<file path="src/rtl/oled_iic_slave.sv">
`default_nettype none
// ============================================================================
// Module   : oled_iic_slave
// Brief    : Write-only I2C target that decodes SSD1306 control/data bytes
//            onto a parallel strobe interface with open-drain ACK.
// Revision : 1.0
// ============================================================================
module oled_iic_slave #(
  parameter logic [6:0] SLAVE_ADDR  = 7'h3C,
  parameter int         SYNC_STAGES = 2
) (
  input  logic       sys_clk,
  input  logic       sys_rst_n,
  input  logic       iic_scl,
  input  logic       iic_sda_in,
  output logic       iic_sda_oe,
  output logic [7:0] rx_data,
  output logic       rx_dc,
  output logic       rx_valid,
  output logic       busy,
  output logic       frame_done,
  output logic       rx_err
);

  typedef enum logic [2:0] {
    S_IDLE     = 3'd0,
    S_ADDR     = 3'd1,
    S_ADDR_ACK = 3'd2,
    S_CTRL     = 3'd3,
    S_CTRL_ACK = 3'd4,
    S_DATA     = 3'd5,
    S_DATA_ACK = 3'd6,
    S_IGNORE   = 3'd7
  } state_t;

  logic [SYNC_STAGES-1:0] r_scl_sync;
  logic [SYNC_STAGES-1:0] r_sda_sync;
  logic                   r_scl_d;
  logic                   r_sda_d;
  logic                   w_scl;
  logic                   w_sda;
  logic                   w_scl_rise;
  logic                   w_scl_fall;
  logic                   w_start;
  logic                   w_stop;

  state_t     r_state;
  state_t     w_state_nx;
  logic [2:0] r_cnt;
  logic [2:0] w_cnt_nx;
  logic       r_pend;
  logic       w_pend_nx;
  logic [7:0] r_shift;
  logic [7:0] w_shift_nx;
  logic [7:0] w_byte;
  logic       r_ack_hold;
  logic       w_ack_hold_nx;
  logic       r_dc;
  logic       w_dc_nx;
  logic       r_co;
  logic       w_co_nx;
  logic       r_ev_byte;
  logic       w_ev_byte;
  logic       r_ev_fd;
  logic       w_ev_fd;
  logic       r_ev_err;
  logic       w_ev_err;
  logic       w_partial;
  logic       w_in_frame;

  logic       r_sda_oe;
  logic [7:0] r_rx_data;
  logic       r_rx_dc;
  logic       r_rx_valid;
  logic       r_busy;
  logic       r_frame_done;
  logic       r_rx_err;

  // Presetting to 1 makes reset look like an idle bus, so no false START/STOP.
  always_ff @(posedge sys_clk or negedge sys_rst_n) begin
    if (!sys_rst_n) begin
      r_scl_sync <= '1;
      r_sda_sync <= '1;
      r_scl_d    <= 1'b1;
      r_sda_d    <= 1'b1;
    end else begin
      r_scl_sync <= {r_scl_sync[SYNC_STAGES-2:0], iic_scl};
      r_sda_sync <= {r_sda_sync[SYNC_STAGES-2:0], iic_sda_in};
      r_scl_d    <= w_scl;
      r_sda_d    <= w_sda;
    end
  end

  assign w_scl      = r_scl_sync[SYNC_STAGES-1];
  assign w_sda      = r_sda_sync[SYNC_STAGES-1];
  assign w_scl_rise = w_scl & ~r_scl_d;
  assign w_scl_fall = ~w_scl & r_scl_d;
  // SCL must be high on both samples; an SCL edge coinciding with SDA is data.
  assign w_start    = w_scl & r_scl_d & r_sda_d & ~w_sda;
  assign w_stop     = w_scl & r_scl_d & ~r_sda_d & w_sda;

  assign w_partial  = ((r_state == S_CTRL) || (r_state == S_DATA)) && (r_cnt != 3'd0);
  assign w_in_frame = (r_state == S_ADDR_ACK) || (r_state == S_CTRL) ||
                      (r_state == S_CTRL_ACK) || (r_state == S_DATA) ||
                      (r_state == S_DATA_ACK);

  always_ff @(posedge sys_clk or negedge sys_rst_n) begin
    if (!sys_rst_n) begin
      r_state    <= S_IDLE;
      r_cnt      <= 3'd0;
      r_pend     <= 1'b0;
      r_shift    <= 8'h00;
      r_ack_hold <= 1'b0;
      r_dc       <= 1'b0;
      r_co       <= 1'b0;
      r_ev_byte  <= 1'b0;
      r_ev_fd    <= 1'b0;
      r_ev_err   <= 1'b0;
    end else begin
      r_state    <= w_state_nx;
      r_cnt      <= w_cnt_nx;
      r_pend     <= w_pend_nx;
      r_shift    <= w_shift_nx;
      r_ack_hold <= w_ack_hold_nx;
      r_dc       <= w_dc_nx;
      r_co       <= w_co_nx;
      r_ev_byte  <= w_ev_byte;
      r_ev_fd    <= w_ev_fd;
      r_ev_err   <= w_ev_err;
    end
  end

  // A bit is only counted once its SCL low phase begins, so the SCL rise
  // preceding a STOP or repeated START never registers as a partial byte.
  always_comb begin
    w_state_nx    = r_state;
    w_cnt_nx      = r_cnt;
    w_pend_nx     = r_pend;
    w_shift_nx    = r_shift;
    w_ack_hold_nx = r_ack_hold;
    w_dc_nx       = r_dc;
    w_co_nx       = r_co;
    w_ev_byte     = 1'b0;
    w_ev_fd       = 1'b0;
    w_ev_err      = 1'b0;
    w_byte        = {r_shift[6:0], w_sda};
    if (w_start) begin
      w_ev_err      = w_partial;
      w_state_nx    = S_ADDR;
      w_cnt_nx      = 3'd0;
      w_pend_nx     = 1'b0;
      w_ack_hold_nx = 1'b0;
    end else if (w_stop) begin
      w_ev_fd       = w_in_frame;
      w_ev_err      = w_partial;
      w_state_nx    = S_IDLE;
      w_cnt_nx      = 3'd0;
      w_pend_nx     = 1'b0;
      w_ack_hold_nx = 1'b0;
    end else begin
      case (r_state)
        S_ADDR, S_CTRL, S_DATA: begin
          if (w_scl_rise) begin
            w_shift_nx = w_byte;
            if (r_cnt == 3'd7) begin
              w_cnt_nx  = 3'd0;
              w_pend_nx = 1'b0;
              if (r_state == S_ADDR) begin
                w_state_nx = ((w_byte[7:1] == SLAVE_ADDR) && !w_byte[0]) ? S_ADDR_ACK : S_IGNORE;
              end else if (r_state == S_CTRL) begin
                w_co_nx    = w_byte[7];
                w_dc_nx    = w_byte[6];
                w_state_nx = S_CTRL_ACK;
              end else begin
                w_ev_byte  = 1'b1;
                w_state_nx = S_DATA_ACK;
              end
            end else begin
              w_pend_nx = 1'b1;
            end
          end else if (w_scl_fall && r_pend) begin
            w_cnt_nx  = r_cnt + 3'd1;
            w_pend_nx = 1'b0;
          end
        end
        S_ADDR_ACK, S_CTRL_ACK, S_DATA_ACK: begin
          if (w_scl_fall) begin
            if (!r_ack_hold) begin
              w_ack_hold_nx = 1'b1;
            end else begin
              w_ack_hold_nx = 1'b0;
              if (r_state == S_ADDR_ACK)      w_state_nx = S_CTRL;
              else if (r_state == S_CTRL_ACK) w_state_nx = S_DATA;
              else                            w_state_nx = r_co ? S_CTRL : S_DATA;
            end
          end
        end
        default: ;
      endcase
    end
  end

  always_ff @(posedge sys_clk or negedge sys_rst_n) begin
    if (!sys_rst_n) begin
      r_sda_oe     <= 1'b0;
      r_rx_data    <= 8'h00;
      r_rx_dc      <= 1'b0;
      r_rx_valid   <= 1'b0;
      r_busy       <= 1'b0;
      r_frame_done <= 1'b0;
      r_rx_err     <= 1'b0;
    end else begin
      r_sda_oe     <= r_ack_hold;
      r_rx_valid   <= r_ev_byte;
      r_frame_done <= r_ev_fd;
      r_rx_err     <= r_ev_err;
      r_busy       <= (r_state == S_CTRL) || (r_state == S_CTRL_ACK) ||
                      (r_state == S_DATA) || (r_state == S_DATA_ACK);
      if (r_ev_byte) begin
        r_rx_data <= r_shift;
        r_rx_dc   <= r_dc;
      end
    end
  end

  assign iic_sda_oe = r_sda_oe;
  assign rx_data    = r_rx_data;
  assign rx_dc      = r_rx_dc;
  assign rx_valid   = r_rx_valid;
  assign busy       = r_busy;
  assign frame_done = r_frame_done;
  assign rx_err     = r_rx_err;

endmodule
`default_nettype wire

</file>
<file path="config.mk">
export PLATFORM = sky130hd
export DESIGN_NAME = oled_iic_slave
export DESIGN_NICKNAME = d
export VERILOG_FILES = /design/src/rtl/oled_iic_slave.sv
export SDC_FILE = /design/constraint.sdc
export NUM_CORES = 1
export LEC_CHECK = 0
export BUFFER_PORTS_ARGS = -buffer_cell sky130_fd_sc_hd__clkbuf_2
export CAP_MARGIN = 10
export CORE_ASPECT_RATIO = 0.8
export CORE_MARGIN = 4
export CORE_UTILIZATION = 51
export DETAILED_ROUTE_END_ITERATION = 10
export PLACE_DENSITY_LB_ADDON = 0.2
export SETUP_SLACK_MARGIN = 0.4
export SKIP_CTS_REPAIR_TIMING = 1
export SYNTH_ARGS = -nofsm -noshare
export SYNTH_HDL_FRONTEND = slang
export SYNTH_SLANG_ARGS = --single-unit
</file>
<file path="constraint.sdc">
create_clock -name sys_clk -period 1.8 [get_ports sys_clk]
set_input_delay 0.27 -clock sys_clk [delete_from_list [all_inputs] [get_ports sys_clk]]
set_output_delay 0.27 -clock sys_clk [all_outputs]
set_load 0.01 [all_outputs]
</file>
==> impl_summary.log <==
INFO  metric run_status = finished, final reports clean
INFO  metric placeableCoreArea = 0.00318 sq mm
INFO  metric worstMarginPinSlew = 0.503 ns
INFO  metric design.die.area = 0.00443 sq mm
INFO  metric post_synth_instance_area = 0.00175 sq mm
INFO  metric maxCapViolations = 0
INFO  metric post-place-cells = 186
INFO  metric final_nets = 165
INFO  metric dp_hpwl = 2120 um
INFO  metric synth.net_count = 137
INFO  metric setup.worst_path.end_class = flop
INFO  metric netlist_instances = 130
INFO  metric cp-startpoint = r_cnt[0]
INFO  metric synth.yosys.seq_area_share = 59.1%
INFO  metric drt_pre_antenna_iters = 4
INFO  metric timing.rr.start = r_cnt[0]
INFO  metric initial_utilization = 55.0%
INFO  metric worstHoldStart = iic_scl
INFO  metric power_density = 1120 mW/mm^2
INFO  metric ctsLongestPathBuffers = 2
INFO  metric htreeDepth = 2
INFO  metric ys_types = 42
INFO  metric cp_cell_sequence = ha_2 > ha_4 > and3b_4 > a31o_4 > a21oi_4 > mux2_4
INFO  metric wire_per_inst = 14.7 um
INFO  metric critical-path-slowest-cell = sky130_fd_sc_hd__dfrtp_1
INFO  metric via_to_cell_ratio = 5.48
INFO  metric critical_path.max_fanout = 3
INFO  metric met3_usage = 4.47%
INFO  metric slew_headroom = 66.5%
INFO  metric worst_r2r_path_depth = 6
INFO  metric yosysWarnings = 0
INFO  metric number_of_remaining_drc_errors = 0
INFO  metric power_leakage = 1.04 nW
INFO  metric rsz_0062_raised_after_global_routing = true
INFO  metric async_flop_share = 100%
INFO  metric timing.final.max_slew_violations = 0
INFO  metric area_delta_synth_final = 19.9%
INFO  metric die_w = 73.5 um
INFO  metric worst_ir_drop_vdd = 0.687 mV
INFO  metric route.vias.total = 1,090
INFO  metric final-setup-viol-count = 0
INFO  metric global_route.peak_usage_layer = met2
INFO  metric floorplan.rows = 18
INFO  metric final_antenna_violating_net_count = 0
INFO  metric worst_hold_path_type = in2reg
INFO  metric tritoncts_clock_tree = yes
INFO  metric cts_root_buf = sky130_fd_sc_hd__clkbuf_8
INFO  metric place.gp.congestion = 0.901
INFO  metric fillers = 240
INFO  metric setup_tns = 0 ns
INFO  metric layout.cells.most_common = sky130_fd_sc_hd__dfrtp_1
INFO  metric fin_worst_skew = 0.00749 ns
INFO  metric max_freq = 0.565 GHz
INFO  metric final_period_minus_worst_setup_slack = 1.77 ns
INFO  metric global_route.usage.met2 = 24.2%
INFO  metric synth-main-ff-cell = sky130_fd_sc_hd__dfrtp_1
INFO  metric setup.reg_to_reg.worst_slack = 0.03 ns
INFO  metric synth_area_per_cell = 13.4 sq um
INFO  metric count_of_endpoints_failing_hold_in_the_final_timing_report = 0
INFO  metric final_cell_mix = sky130_fd_sc_hd__dfrtp_1, sky130_fd_sc_hd__mux2_2, sky130_fd_sc_hd__clkbuf_2, sky130_fd_sc_hd__inv_1
INFO  metric cp_data_arrival_time = 1.94 ns
INFO  metric grt_pass1_wl = 5110 um
INFO  metric synth_edf_count = 0
INFO  metric critical_path.max_stage_delay = 0.41 ns
INFO  metric grt_pass1_vias = 1,147
INFO  metric groute.usage.overall = 15.5%
INFO  metric critPathCapture = r_cnt[0]
INFO  metric first_iter_violations = 55
INFO  metric worst_setup_hold_path_clk_slew = 0.07 ns
INFO  metric insertedDiodeCount = 0
INFO  metric grt.met1_usage = 20.0%
INFO  metric maximum_number_of_pins_on_one_net_before_global_route_repair = 24
INFO  metric layout.cells.non_filler = 199
INFO  metric finalWirelength = 2930 um
INFO  metric top_level_ports = 18
INFO  metric cts-buffers-inserted = 5
INFO  metric critical_path_class = reg2reg
INFO  metric required = 1.97 ns
INFO  metric grt_antenna_before_repair = 0
INFO  metric clock_insertion_delay_worst_skew = 0.29 ns
INFO  metric die_height = 60.4 um
INFO  metric clock_sinks = 41
INFO  metric global_route.overflow_total = 0
INFO  metric crit-reg2reg-capture = r_cnt[0]
INFO  metric post_route_cells_drive_above_1_share = 42.8%
INFO  metric synth_seq_cells = 41
INFO  metric worst_setup_path_start_kind = flop
INFO  metric finalCritPeriodShare = 98.4%
INFO  metric placement.io_buffers = 17
[power by group]
part	internal [W]	total (W)	leakage [nW]	switching, W
combinational	0.000232	0.000411	0.454	0.000178
sequential	0.00106	0.00121	0.526	0.000142
clock	0.000452	0.000738	0.0585	0.000286
total	0.00175	0.00235	1.04	0.000606
[state kept, by name (all words and copies together) (netlist names), 2 cells and up]
| signal | flops |
|---|---|
| r_cnt | 3 |
| r_scl_sync | 2 |
| r_sda_sync | 2 |
| r_shift | 8 |
| r_state | 3 |
| rx_data | 8 |
[worst max-delay path, delay by kind of cell (launching register included)]
| family | cells | cell delay [ns] |
|---|---|---|
| simple gates | 1 | 0.19 |
| flops | 1 | 0.41 |
| fa+ha+maj | 2 | 0.38 |
| compound gates | 2 | 0.38 |
| mux | 1 | 0.31 |
[layer usage]
| metal | wire, um | up-vias |
|---|---|---|
| met1 | 1320 | 532 |
| met5 | 0 | - |
| met4 | 33 | 0 |
| met3 | 162 | 6 |
| met2 | 1410 | 34 |
| li1 | - | 518 |
[logic make-up after synthesis]
group | Yosys count | share of synthesized area (%)
flops | 41 | 59.1
simple gates | 33 | 11.0
mux | 23 | 14.8
compound gates | 17 | 8.95
buf+inv | 11 | 2.93
fa+ha+maj | 3 | 2.15
xor+xnor | 2 | 1.00
[how the worst min path moves through the flow]
stage | end | slack (ns) | cells after the start
CTS | r_pend | -0.05 | 1
global placement | rx_err | 0.25 | 1
finish | r_scl_sync[0] | 0.06 | 1
global route | r_sda_sync[0] | 0.04 | 1
detailed placement | rx_err | 0.26 | 1
floorplan | busy | -0.03 | 0
[through the flow]
| stage | util, % | worst slack, ns | power, W | hold slack, ns | area, sq um |
|---|---|---|---|---|---|
| detailed placement | 59.9 | 0.0766 | 0.00157 | 0.263 | 1900 |
| CTS | 63.5 | 0.0556 | 0.00232 | -0.0514 | 2020 |
| floorplan | - | 0.112 | 0.00145 | -0.0256 | 1760 |
| global route | 66.0 | -0.0151 | 0.00251 | 0.0402 | 2100 |
| finish | 66.0 | 0.0290 | 0.00235 | 0.0595 | 2100 |
| global placement | 59.9 | 0.122 | 0.00154 | 0.255 | 1900 |
[area by class of cell]
| cell class | instances | area (sq um) | area share (%) |
|---|---|---|---|
| clock buffers | 7 | 86.3 | 4.12 |
| clock inverters | 1 | 30.0 | 1.43 |
| inverters | 7 | 26.3 | 1.25 |
| multi-input cells | 78 | 706 | 33.7 |
| flip-flops and latches | 41 | 1030 | 49.3 |
| well taps | 40 | 50.0 | 2.39 |
| repair buffers | 25 | 164 | 7.82 |
[cells in the mapped netlist (2+ instances only)]
library cell / count / share of area [%]
sky130_fd_sc_hd__nand3b_1: 3 / 1.3
sky130_fd_sc_hd__nand2_1: 6 / 1.3
sky130_fd_sc_hd__buf_2: 2 / 0.57
sky130_fd_sc_hd__mux2i_1: 3 / 1.7
sky130_fd_sc_hd__and3_1: 2 / 0.72
sky130_fd_sc_hd__nor2_1: 5 / 1.1
sky130_fd_sc_hd__mux2_2: 19 / 12
sky130_fd_sc_hd__a21oi_1: 2 / 0.57
sky130_fd_sc_hd__nand2b_1: 3 / 1.1
sky130_fd_sc_hd__nand3_1: 4 / 1.1
sky130_fd_sc_hd__o21ai_0: 3 / 0.86
sky130_fd_sc_hd__ha_1: 3 / 2.1
sky130_fd_sc_hd__inv_1: 7 / 1.5
sky130_fd_sc_hd__dfrtp_1: 35 / 50
sky130_fd_sc_hd__dfstp_2: 6 / 9.0
Note: power is estimated with default switching activity, not from simulation.
